**src/rtl/tess_pkg.sv**
```systemverilog
// Shared constants, FSM state encoding and the reciprocal table for the tessellation domain generator.
package tess_pkg;
   localparam int TF_W = 8;
   localparam int TMAX = 64;
   localparam int UV_W = 17;
   localparam int RW   = $clog2(TMAX + 1);

   localparam logic [UV_W-1:0] UV_ONE = 17'h10000;

   typedef enum logic [1:0] {
      ST_IDLE     = 2'd0,
      ST_EDGE     = 2'd1,
      ST_INTERIOR = 2'd2
   } tess_state_e;

   typedef logic [TMAX:0][UV_W-1:0] recip_tbl_t;

   // Entry N holds round(65536/N); entry 0 is never addressed because factors are clamped to >= 1.
   function automatic recip_tbl_t build_recip();
      recip_tbl_t t;
      t[0] = '0;
      for (int n = 1; n <= TMAX; n++) begin
         t[n] = UV_W'((65536 + n / 2) / n);
      end
      return t;
   endfunction

   localparam recip_tbl_t RECIP = build_recip();
endpackage

```
**src/rtl/tess_frac.sv**
```systemverilog
// Combinational fraction idx/n as idx*RECIP[n], saturated at 1.0, optionally complemented to 1.0 - idx/n.
module tess_frac
   import tess_pkg::*;
#(
   parameter int IDX_W = 8
) (
   input  logic [IDX_W-1:0] idx,
   input  logic [IDX_W-1:0] n,
   input  logic             comp,
   output logic [UV_W-1:0]  frac
);
   logic [IDX_W+UV_W-1:0] prod;
   logic [UV_W-1:0]       sat;

   always_comb begin
      prod = (IDX_W+UV_W)'(idx) * (IDX_W+UV_W)'(RECIP[RW'(n)]);
      sat  = (prod > (IDX_W+UV_W)'(UV_ONE)) ? UV_ONE : prod[UV_W-1:0];
      frac = comp ? (UV_ONE - sat) : sat;
   end
endmodule

```
**src/rtl/tess_domain_gen.sv**
```systemverilog
// Quad-domain point generator: perimeter edges 0..3, then the interior grid, one point per accepted cycle.
// Optional TESS_DOMAIN_STATS_EN adds patch_cnt/point_cnt counters.
module tess_domain_gen #(
   parameter int TF_W = tess_pkg::TF_W,
   parameter int TMAX = tess_pkg::TMAX,
   parameter int UV_W = tess_pkg::UV_W
) (
   input  logic            clk,
   input  logic            rst,
   input  logic            in_valid,
   output logic            in_ready,
   input  logic [TF_W-1:0] outer0,
   input  logic [TF_W-1:0] outer1,
   input  logic [TF_W-1:0] outer2,
   input  logic [TF_W-1:0] outer3,
   input  logic [TF_W-1:0] inner0,
   input  logic [TF_W-1:0] inner1,
   output logic            out_valid,
   input  logic            out_ready,
   output logic [UV_W-1:0] out_u,
   output logic [UV_W-1:0] out_v,
   output logic            out_edge,
   output logic            out_last,
`ifdef TESS_DOMAIN_STATS_EN
   output logic [31:0]     patch_cnt,
   output logic [31:0]     point_cnt,
`endif
   output tess_pkg::tess_state_e fsm_state
);
   import tess_pkg::*;

   // Handshakes: a transfer happens on a rising clk edge where valid && ready; the producer holds
   // its payload stable while valid is high and ready is low.
   localparam logic [TF_W-1:0] ONE_F = TF_W'(1);

   tess_state_e     state;
   logic [TF_W-1:0] f_out [4];
   logic [TF_W-1:0] f_in0, f_in1;
   logic [1:0]      k;
   logic [TF_W-1:0] i, j;
   logic [UV_W-1:0] v_acc;

   tess_state_e     nstate;
   logic [1:0]      nk;
   logic [TF_W-1:0] ni, nj;
   logic [UV_W-1:0] nv_acc, nu, nv;
   logic            n_edge, n_last;
   logic [TF_W-1:0] fr_n;
   logic            fr_comp;
   logic [UV_W-1:0] fr_val;
   logic            advance, no_interior;

   function automatic logic [TF_W-1:0] clamp(input logic [TF_W-1:0] f);
      if (f == '0) return ONE_F;
      if (f > TF_W'(TMAX)) return TF_W'(TMAX);
      return f;
   endfunction

   assign in_ready    = (state == ST_IDLE);
   assign fsm_state   = state;
   assign advance     = out_valid && out_ready;
   assign no_interior = (f_in0 == ONE_F) || (f_in1 == ONE_F);

   // Position of the point that follows the one currently presented.
   always_comb begin
      nstate = state;
      nk     = k;
      ni     = i;
      nj     = j;
      nv_acc = v_acc;
      case (state)
         ST_EDGE: begin
            if (i != f_out[k] - ONE_F) begin
               ni = i + ONE_F;
            end else if (k != 2'd3) begin
               nk = k + 2'd1;
               ni = '0;
            end else if (no_interior) begin
               nstate = ST_IDLE;
            end else begin
               nstate = ST_INTERIOR;
               ni     = ONE_F;
               nj     = ONE_F;
               nv_acc = RECIP[RW'(f_in1)];
            end
         end
         ST_INTERIOR: begin
            if (i != f_in0 - ONE_F) begin
               ni = i + ONE_F;
            end else if (j != f_in1 - ONE_F) begin
               nj     = j + ONE_F;
               ni     = ONE_F;
               nv_acc = v_acc + RECIP[RW'(f_in1)];
            end else begin
               nstate = ST_IDLE;
            end
         end
         default: ;
      endcase
   end

   always_comb begin
      fr_n    = (nstate == ST_EDGE) ? f_out[nk] : f_in0;
      fr_comp = (nstate == ST_EDGE) && nk[1];
   end

   tess_frac #(.IDX_W(TF_W)) u_frac (
      .idx  (ni),
      .n    (fr_n),
      .comp (fr_comp),
      .frac (fr_val)
   );

   // Interior v is a running sum of RECIP[inner1], equal to j*RECIP[inner1] without a second multiplier.
   always_comb begin
      nu     = '0;
      nv     = '0;
      n_edge = 1'b1;
      n_last = 1'b0;
      if (nstate == ST_EDGE) begin
         case (nk)
            2'd0: nu = fr_val;
            2'd1: begin nu = UV_ONE; nv = fr_val; end
            2'd2: begin nu = fr_val; nv = UV_ONE; end
            default: nv = fr_val;
         endcase
         n_last = (nk == 2'd3) && (ni == f_out[3] - ONE_F) && no_interior;
      end else begin
         nu     = fr_val;
         nv     = nv_acc;
         n_edge = 1'b0;
         n_last = (ni == f_in0 - ONE_F) && (nj == f_in1 - ONE_F);
      end
   end

   always_ff @(posedge clk) begin
      if (rst) begin
         state     <= ST_IDLE;
         out_valid <= 1'b0;
         out_u     <= '0;
         out_v     <= '0;
         out_edge  <= 1'b0;
         out_last  <= 1'b0;
         k         <= '0;
         i         <= '0;
         j         <= '0;
         v_acc     <= '0;
         for (int n = 0; n < 4; n++) f_out[n] <= ONE_F;
         f_in0     <= ONE_F;
         f_in1     <= ONE_F;
      end else begin
         case (state)
            ST_IDLE: begin
               if (in_valid) begin
                  f_out[0]  <= clamp(outer0);
                  f_out[1]  <= clamp(outer1);
                  f_out[2]  <= clamp(outer2);
                  f_out[3]  <= clamp(outer3);
                  f_in0     <= clamp(inner0);
                  f_in1     <= clamp(inner1);
                  state     <= ST_EDGE;
                  k         <= '0;
                  i         <= '0;
                  j         <= '0;
                  out_valid <= 1'b1;
                  out_u     <= '0;
                  out_v     <= '0;
                  out_edge  <= 1'b1;
                  out_last  <= 1'b0;
               end
            end
            default: begin
               if (advance) begin
                  state <= nstate;
                  k     <= nk;
                  i     <= ni;
                  j     <= nj;
                  v_acc <= nv_acc;
                  if (nstate == ST_IDLE) begin
                     out_valid <= 1'b0;
                     out_u     <= '0;
                     out_v     <= '0;
                     out_edge  <= 1'b0;
                     out_last  <= 1'b0;
                  end else begin
                     out_u    <= nu;
                     out_v    <= nv;
                     out_edge <= n_edge;
                     out_last <= n_last;
                  end
               end
            end
         endcase
      end
   end

`ifdef TESS_DOMAIN_STATS_EN
   always_ff @(posedge clk) begin
      if (rst) begin
         patch_cnt <= '0;
         point_cnt <= '0;
      end else begin
         if (in_valid && in_ready) patch_cnt <= patch_cnt + 32'd1;
         if (advance) point_cnt <= point_cnt + 32'd1;
      end
   end
`endif
endmodule

```
**config.mk**
```make
export PLATFORM = sky130hd
export DESIGN_NAME = tess_domain_gen
export DESIGN_NICKNAME = d
export VERILOG_FILES = /design/src/rtl/tess_pkg.sv /design/src/rtl/tess_frac.sv /design/src/rtl/tess_domain_gen.sv
export SDC_FILE = /design/constraint.sdc
export NUM_CORES = 1
export LEC_CHECK = 0
export ABC_AREA = 1
export CAP_MARGIN = 20
export CORE_MARGIN = 2
export CORE_UTILIZATION = 45
export DETAILED_ROUTE_END_ITERATION = 10
export HOLD_SLACK_MARGIN = 0.08
export PLACE_DENSITY = 0.67
export SETUP_SLACK_MARGIN = 0.15
export SLEW_MARGIN = 20
export SYNTH_ARGS = -nofsm -noshare
export SYNTH_HDL_FRONTEND = slang
export SYNTH_SLANG_ARGS = --single-unit
```
**constraint.sdc**
```tcl
create_clock -name clk -period 24.4 [get_ports clk]
set_clock_uncertainty 0.2 [all_clocks]
set_input_delay 6.1 -clock clk [delete_from_list [all_inputs] [get_ports clk]]
set_output_delay 6.1 -clock clk [all_outputs]
set_load 0.005 [all_outputs]
```
* Word-level counts from Yosys, hierarchy flattened
Memory sizes are Yosys's and may differ from the RTL's. A register that Yosys moved wholly into a read port is not among the register bits.
Index checks and enable logic that the tools add are counted.
** Storage, ports and cells
- Bits in registers :: 90
- Latch bits :: 0
- RAM bits :: 32
- Bits in read-only memories :: 4352
- Input port bits :: 52
- Word-level logic and storage cells :: 248
- Memories :: 3
** Memories
- (name not given) :: depth 128, width 17, read ports 1, clocked after Yosys merged registers in 0, write ports 0, RTL line tess_frac.sv:16 : prod = (IDX_W+UV_W)'(idx) * (IDX_W+UV_W)'(RECIP[RW'(n)]);
- (name not given) :: depth 128, width 17, read ports 1, clocked after Yosys merged registers in 1, write ports 0, RTL line tess_domain_gen.sv:93 : nv_acc = v_acc + RECIP[RW'(f_in1)];
- f_out :: depth 4, width 8, read ports 3, clocked after Yosys merged registers in 1, write ports 4, RTL line tess_domain_gen.sv:37 : logic [TF_W-1:0] f_out [4];
** Cells by class
- $add $sub $neg :: 9
- Multiply operators :: 1
- Div/mod/pow operators :: 0
- Order comparisons :: 9
- Equality and inequality tests :: 16
- Shifts and indexed selects :: 0
- Multiplexer cells :: 171
- Bitwise logic cells :: 5
- Reduce and logical (&&, ||, !) cells :: 22
** Operators by type and width (count)
- 8-bit two-way mux :: 55
- 17-bit two-way mux :: 18
- 17-bit case mux with 2 select lines :: 3
- 1-bit two-way mux :: 73
- 8-bit by 7-bit greater-than comparator with 1-bit output, second input constant :: 6
- 8-bit zero test :: 6
- 2-bit two-way mux :: 16
- 8-bit case mux with 2 select lines :: 2
- 8-bit by 1-bit subtractor with 8-bit output, second input constant :: 4
- 25-bit by 17-bit greater-than comparator with 1-bit output, second input constant :: 1
- 8-bit by 17-bit multiplier with 25-bit output :: 1
- 8-bit equality test :: 3
- 8-bit inequality test :: 3
- 7-bit two-way mux :: 3
- 17-bit adder :: 1
- 17-bit subtractor, first input constant :: 1
- 8-bit by 1-bit adder with 8-bit output, second input constant :: 2
- 8-bit by 1-bit equality test with 1-bit output, second input constant :: 2
- 7-bit by 8-bit less-than comparator with 1-bit output, second input constant :: 2
- 2-bit by 1-bit equality test with 1-bit output, second input constant :: 3
- 2-bit equality test, second input constant :: 3
- 2-bit zero test :: 3
- 2-bit AND reduction :: 3
- 1-bit logical AND :: 5
- other kinds (9) :: 14

* Depth between registers and ports, before layout
Gate-level depths: netlist (run 1).
- Word-level depth :: 20
- Mapped depth :: 79
- Gate-level depth less buffers :: 75

* By module
Synthesis (run 1) repeated with hierarchy kept, for this count alone.
** Second synthesis, totals
- Cell total of the unflattened synthesis :: 2738
- Area total of the unflattened synthesis :: 17281.6 um2
** By module, submodules not included
- tess_domain_gen :: instances 1, cells an instance 1682, area an instance 10859.2 um2
- tess_frac :: instances 1, cells an instance 1056, area an instance 6422.4 um2

* Least setup slack after synthesis (run 1)
Ideal clock, no wire load.
- Kind :: reg2reg
- Start point :: register (tool-made name)
- End point :: register out_v[4]
- Arrival time :: 10.193 ns
- Required time :: 24.130 ns
- Path slack :: 13.937 ns
- Cell stages (with the launch flop) :: 66
- Path buffers :: 4
- Clock period less this slack :: 10.463 ns
- Cells stage by stage :: dfxtp_1 -> buf_6 -> inv_4 -> buf_6 -> nand2_1 -> nand3_1 -> nand2_1 -> ha_1 -> inv_1 -> nor2_1 -> o21ai_0 -> nand2_1 -> nor2_1 -> nand3_1 -> nor2_1 -> nand4_2 -> nor2_4 -> nand3_2 -> [30 not listed] -> a21boi_0 -> xor2_1 -> nor2_1 -> nand2_1 -> nor3_1 -> inv_1 -> nand2_4 -> buf_4 -> nand2_1 -> ha_1 -> inv_1 -> a21oi_2 -> nor2_1 -> xnor2_1 -> nand2_1 -> o21ai_0 -> nand2_1 -> a21oi_1
** RTL lines
- to (signal assigned) :: RTL line tess_domain_gen.sv:187 : out_v <= nv;
- to (decl) :: RTL line tess_domain_gen.sv:21 : output logic [UV_W-1:0] out_v,

==> results of run 1 <==
path summary, 6_finish.rpt:
| check | from | cells after the start | to | slack, ns |
|---|---|---|---|---|
| worst max register to register | flip-flop | 64 | out_v[14]$_SDFFE_PP0P_ | 11.20 |
| worst min register to register | out_u[11]$_SDFFE_PP0P_ | 2 | out_u[11]$_SDFFE_PP0P_ | 0.26 |
| worst min-delay path | out_u[11]$_SDFFE_PP0P_ | 2 | out_u[11]$_SDFFE_PP0P_ | 0.26 |
| worst max-delay path | flip-flop | 64 | out_v[14]$_SDFFE_PP0P_ | 11.20 |
worst max-delay path, delay by kind of cell, from the launching register on:
kind | cells | cell delay (ns)
xor gates and xnor gates | 1 | 0.12
AOI/OAI and AO/OA | 13 | 3.09
buffers and inverters | 9 | 1.05
DFF | 1 | 0.70
and+or+nand+nor | 33 | 4.70
adders and majority gates | 8 | 3.20
power breakdown:
part	internal [mW]	switching, mW	leakage [nW]	total [mW]
clock	0.159	0.112	0.286	0.271
sequential	0.249	0.0107	1.22	0.260
combinational	0.218	0.467	6.87	0.685
total	0.626	0.590	8.37	1.22
cells in the final DEF, fill, tap and decap left out, types with 25 or more instances in the layout:
cell,count
sky130_fd_sc_hd__fa_1,91
sky130_fd_sc_hd__inv_1,373
sky130_fd_sc_hd__nor3_1,30
sky130_fd_sc_hd__nand3_1,171
sky130_fd_sc_hd__a21oi_1,144
sky130_fd_sc_hd__dfxtp_1,109
sky130_fd_sc_hd__o211ai_1,25
sky130_fd_sc_hd__o21ai_0,164
sky130_fd_sc_hd__xor2_1,52
sky130_fd_sc_hd__clkdlybuf4s50_1,90
sky130_fd_sc_hd__o22ai_1,35
sky130_fd_sc_hd__edfxtp_1,32
sky130_fd_sc_hd__ha_1,93
sky130_fd_sc_hd__nand2_1,523
sky130_fd_sc_hd__nor2_1,283
per-stage QoR:
stage / instances / area (um^2) / power (mW) / hold slack, ns
after CTS: 2996 / 18200 / 1.21 / 0.266
after global routing: 2997 / 18300 / 1.31 / 0.288
after detailed placement: 2965 / 17600 / 0.938 / 0.256
after floorplan: 2478 / 16400 / 0.763 / 0.245
after global placement: 2964 / 17600 / 0.930 / 0.257
final: 2997 / 18300 / 1.22 / 0.263
kinds of logic after synthesis:
| kind of cell | count (synthesis) | synth area share [%] |
|---|---|---|
| XOR/XNOR | 75 | 4.02 |
| flip-flops | 141 | 19.2 |
| AND/OR/NAND/NOR | 1115 | 29.8 |
| AO/OA/AOI/OAI | 476 | 17.1 |
| adder cells (fa/ha/maj) | 185 | 18.3 |
| other | 1 | 0.0229 |
| buffers and inverters | 482 | 11.4 |
layout make-up:
class / count / area [um^2] / share of cell area (%)
Multi-Input combinational cell: 1855 / 11400 / 62.3
Sequential cell: 141 / 3140 / 17.2
Inverter: 395 / 1490 / 8.15
Timing Repair Buffer: 114 / 1090 / 5.98
Tap cell: 461 / 577 / 3.16
Clock buffer: 22 / 475 / 2.61
Clock inverter: 9 / 110 / 0.603
layer usage:
metal | global-route usage [%] | vias to the layer above | part of all wire [%]
li1 | - | 8174 | -
met2 | 48.2 | 687 | 48
met4 | 8.46 | 0 | 2.2
met1 | 37.7 | 7989 | 44
met5 | 0 | - | 0
met3 | 3.38 | 99 | 6.2
==> out/metrics.sh, run 1 <==
DETAIL_ROUTE.ITER0.VIOLATIONS=1527
YOSYSUNIQUECELLTYPES=66
POST-SYNTH-TOP-AREA-CELL='sky130_fd_sc_hd__dfxtp_1'
INITIAL_STANDARD_CELL_UTILIZATION_OF_THE_CORE_PCT=45.8
DRTPASS1ITERATIONS=6
POST-SYNTH-TOP-COUNT-CELL='sky130_fd_sc_hd__nand2_1'
SYN2LAYOUT_AREA_GROWTH_PCT=11.7
FINISH.UTILIZATION_PCT=51.2
MAX_SLEW.WORST_PIN.SLEW_NS=0.984
GRT_ANTENNA_BEFORE_REPAIR=0
FILLERS=3577
FINAL-SETUP-VIOL-COUNT=0
OUTCOME='completed'
NETLIST_INSTANCES=2475
CLK_PIN_SLEW_NS=0.06
CTS-ROOT-TO-SINK-BUFFERS=2
CTS-HOLD-FIX-BUFFERS=0
CP-END-KIND='flip-flop'
GRT_START_MAX_NET_PINS=67
SYNTH.YOSYS.SEQ_AREA_SHARE_PCT=19.2
CTS_RESIZED=0
YS_FF_LATCH=141
YS.FLOP_TYPE='sky130_fd_sc_hd__dfxtp_1'
CTS_INSERTED_BUFFERS=17
SYNTH_LARGEST_TYPE_AREA_FRACTION_PCT=13.4
CTS_TREE='built'
CTS.ROOT.BUFFER_CELL='sky130_fd_sc_hd__clkbuf_16'
WL_PER_CELL_UM=17.9
GRT_PASS1_WL_UM=85900
SYNTHESIS.AREA_PER_INSTANCE_UM2=6.60
PERIOD_SHARE_PCT=54.1
WORST_REL_SLEW_SLACK_PCT=34.2
ANTENNA_LEFT=0
FIRST_GLOBAL_VIAS=16300
FINALMAXSLEWVIOLATIONS=0
VIAS_PER_CELL=5.66
WORSTSETUPPATHTYPE='reg -> reg'
GRT-OVFL-TOTAL=0
NETLIST_TOP_CELLS_COUNT='sky130_fd_sc_hd__nand2_1, sky130_fd_sc_hd__inv_1, sky130_fd_sc_hd__nor2_1'
CELLLEAKAGEPOWER_nW=8.37
TOTALWIRELENGTH_UM=53800
SYNTH_AREA_UM2=16300
CRITICAL_PATH.SLOWEST_CELL='sky130_fd_sc_hd__o21ai_1'
FINAL_HOLD_VIOL_COUNT=0
CP_MAX_FO=28
CLK_LATENCY_NS=0.46
ASYNC_RESET_FF_SHARE_PCT=0
UNREPAIRED_SETUP_ENDPOINTS_AFTER_GLOBAL_ROUTING='false'
CAP_VIOL_MAX_COUNT=0
CHIPWIDTH_UM=195
DP_HPWL_UM=40800
PORTBUFFERS=91
FLOORPLAN.ROWS=69
MAX-VDD-IR-DROP_mV=0.0541
SYNTH-EDFF-COUNT=32
MIN-DELAY-PATH-CLASS='reg -> reg'
DESIGN.DIE.AREA_UM2=37900
DP_SLACK_NS=11.39
CLOCK_SINKS=141
NUM_VIAS=16900
CRITPATHLAUNCHTYPE='flip-flop'
POST-CTS-SETUP-BUFFERS=0
CTS.HTREE.LEVELS=4
DIODES=0
COUNT_OF_PINS_ON_THE_BLOCK_BOUNDARY=92
GP_CONGESTION=0.928
YOSYS-TOP-CELLS-AREA='sky130_fd_sc_hd__dfxtp_1, sky130_fd_sc_hd__nand2_1, sky130_fd_sc_hd__fa_1'
DRIVE_ABOVE_1_SHARE_PCT=5.56
DIE_Y_UM=195
GRT_USAGE_PCT=28.3
FLOORPLAN.CORE_AREA_UM2=35700
MAX_FCLK_GHz=0.0758
SYNTH-WARNING-COUNT=0
POWERDENSITY_nW_PER_UM2=66.6
WORST_PATH_LARGEST_CELL_DELAY_NS=0.79
CRITPATHREQUIREDTIME_NS=24.52
TIMING.CRITICAL_PATH.ARRIVAL_NS=13.31
SETUP_WS_NS=11.20
PERIOD_NEEDED_NS=13.20
FINAL_NETS=2761
SETUP_TNS_NS=0
DRC=0
Note: power is estimated with default switching activity, not from simulation.
==> inputs of run 2 (changes only) <==
==> constraint.sdc (replaced) <==
create_clock -name clk -period 12.4 [get_ports clk]
set_clock_uncertainty 0.2 [all_clocks]
set_input_delay 3.1 -clock clk [delete_from_list [all_inputs] [get_ports clk]]
set_output_delay 3.1 -clock clk [all_outputs]
set_load 0.005 [all_outputs]
==> run 2 against run 1 <==
  * Final area increased by 0.44%
  * Sequential power increased by 97%
  * Worst setup slack got worse by 10 ns
  * Die area unchanged
  * First-iteration DRC count increased by 15%
  * Via count decreased by 0.12%
  * Sequential share of layout area about the same
  * Clock-buffer cell count decreased by 1
  * Non-clock buffer count increased by 4
  * Cell count increased by 0.20%
  * Largest cell class unchanged
==> out/metrics.sh, run 2 (synthesis gave the netlist of run 1 again) <==
OUTCOME='completed'
PORTBUFFERS=91
FIN_HOLD_WS_NS=0.268
FILLERS=3596
DESIGN.DIE.AREA_UM2=37900
DP_HPWL_UM=39900
DIE_Y_UM=195
SEQUENTIALPOWERSHARE_PCT=21.6
GRT_USAGE_PCT=27.6
FINAL_NETS=2766
NUM_VIAS=16900
CLK_PIN_SLEW_NS=0.06
CTS.ROOT.BUFFER_CELL='sky130_fd_sc_hd__clkbuf_16'
CLK_LATENCY_NS=0.45
DRTPASS1ITERATIONS=8
PERIOD_SHARE_PCT=90.3
FINAL-SETUP-VIOL-COUNT=0
GRT_PASS1_WL_UM=84200
WL_PER_CELL_UM=17.4
CRITPATHLAUNCHTYPE='flip-flop'
CP-END-KIND='flip-flop'
WORST_REL_SLEW_SLACK_PCT=30.5
POWER_REPORT.INTERNAL_TOTAL_mW=1.22
MAX-VDD-IR-DROP_mV=0.106
DETAIL_ROUTE.ITER0.VIOLATIONS=1751
CTS_TREE='built'
CRITPATHREQUIREDTIME_NS=12.57
R2R_SLACK_NS=1.20
FLOORPLAN.CORE_AREA_UM2=35700
POWERDENSITY_nW_PER_UM2=129
DRIVE_ABOVE_1_SHARE_PCT=6.25
DRC=0
CLOCK_SINKS=141
CTS.HTREE.LEVELS=4
GRT_START_MAX_NET_PINS=66
CTS-ROOT-TO-SINK-BUFFERS=2
CRITICAL_PATH.SLOWEST_CELL='sky130_fd_sc_hd__fa_1'
P_CLK_SHARE_PCT=21.4
SETUP_TNS_NS=0
FLOORPLAN.ROWS=69
TIMING.CRITICAL_PATH.ARRIVAL_NS=11.37
FINAL_HOLD_VIOL_COUNT=0
CTS-HOLD-FIX-BUFFERS=0
SW_POWER_mW=1.14
CAP_VIOL_MAX_COUNT=0
DIODES=0
MAX_SLEW.WORST_PIN.SLEW_NS=1.04
WORST_PATH_LARGEST_CELL_DELAY_NS=0.55
GRT_ANTENNA_BEFORE_REPAIR=0
CP_MAX_FO=27
COMBINATIONALPOWERSHARE_PCT=57.0
PATH_COMMON_CELL='sky130_fd_sc_hd__nand2_1'
GP_CONGESTION=0.954
CELLLEAKAGEPOWER_nW=8.39
GRT-OVFL-TOTAL=0
FINALMAXSLEWVIOLATIONS=0
FINAL_CELL_MIX='sky130_fd_sc_hd__nand2_1, sky130_fd_sc_hd__inv_1, sky130_fd_sc_hd__nor2_1'
MAX_FCLK_GHz=0.0893
INITIAL_STANDARD_CELL_UTILIZATION_OF_THE_CORE_PCT=45.8
CHIPWIDTH_UM=195
ANTENNA_LEFT=0
SYN2LAYOUT_AREA_GROWTH_PCT=12.2
MIN-DELAY-PATH-CLASS='reg -> reg'
COUNT_OF_PINS_ON_THE_BLOCK_BOUNDARY=92
CTS_INSERTED_BUFFERS=17
MOST_COMMON_CELL_AFTER_LAYOUT_FILL_AND_TAPS_ASIDE='sky130_fd_sc_hd__nand2_1'
FIRST_GLOBAL_VIAS=16300
UNREPAIRED_SETUP_ENDPOINTS_AFTER_GLOBAL_ROUTING='false'
WORSTSETUPPATHTYPE='reg -> reg'
TOTALWIRELENGTH_UM=52100
VIAS_PER_CELL=5.64
PERIOD_NEEDED_NS=11.20
NETSWITCHINGFRACTION_PCT=48.4
run 2: cell types whose count changed in the layout (fill, tap and decap cells not counted), sizes merged:
| cell | previous run | this run |
|---|---|---|
| clkbuf | 22 | 21 |
| clkinvlp | 1 | 2 |
| buf | 24 | 28 |
| inv | 388 | 389 |
| clkinv | 13 | 14 |
| nor2 | 298 | 299 |
| bufinv | 2 | 1 |
run 2: power groups by stage:
stage	logic [mW]	clock network, mW	registers (mW)
floorplan	0.991	0	0.511
global placement	1.31	0	0.520
detailed placement	1.32	0	0.520
CTS	1.33	0.518	0.510
global route	1.52	0.535	0.512
finish	1.35	0.507	0.511
run 2: path summary, 6_finish.rpt:
kind / from / depth (start not counted) / endpoint
max: flip-flop / 65 / out_v[7]$_SDFFE_PP0P_
min reg2reg: out_u[5]$_SDFFE_PP0P_ / 2 / out_u[5]$_SDFFE_PP0P_
min: out_u[5]$_SDFFE_PP0P_ / 2 / out_u[5]$_SDFFE_PP0P_
max reg2reg: flip-flop / 65 / out_v[7]$_SDFFE_PP0P_
run 2: per-layer routing:
layer | global-route usage, % | wire [um] | up-vias
met5 | 0 | 0 | -
met4 | 10.2 | 1730 | 0
met3 | 3.59 | 3450 | 110
met2 | 45.3 | 24000 | 712
met1 | 37.1 | 22900 | 7915
li1 | - | - | 8191
run 2: critical path, delay by kind of cell, from the launching register on:
family	cells	cell delay (ns)
xor+xnor	1	0.11
fa+ha+maj	7	3.08
buf+inv	11	1.32
simple gates	34	3.82
flops	1	0.45
compound gates	12	2.13
run 2: stage by stage:
stage / setup WS (ns) / util, % / power (mW) / area (um^2) / cells
2_1_floorplan: 1.94 / - / 1.50 / 16400 / 2478
3_3_place_gp: 0.603 / 49.5 / 1.83 / 17700 / 2969
3_5_place_dp: 0.202 / 49.5 / 1.84 / 17700 / 2969
4_1_cts: 0.412 / 51.2 / 2.36 / 18200 / 3001
5_1_grt: 0.209 / 51.4 / 2.57 / 18300 / 3003
6_report: 1.20 / 51.4 / 2.37 / 18300 / 3003
run 2: area by class of cell:
class	count	area (um^2)	area share, %
Clock inverter	11	110	0.601
Inverter	395	1490	8.14
Multi-Input combinational cell	1856	11400	62.4
Tap cell	461	577	3.15
Timing Repair Buffer	118	1110	6.05
Sequential cell	141	3150	17.2
Clock buffer	21	464	2.53
run 2: timing repair:
item,4_1_cts,5_1_grt
hold endpoints to repair,0,0
pin swaps,0,2
endpoints found under the setup margin,4,33
gates cloned,0,1
buffers inserted,0,1
resized for setup,1,16
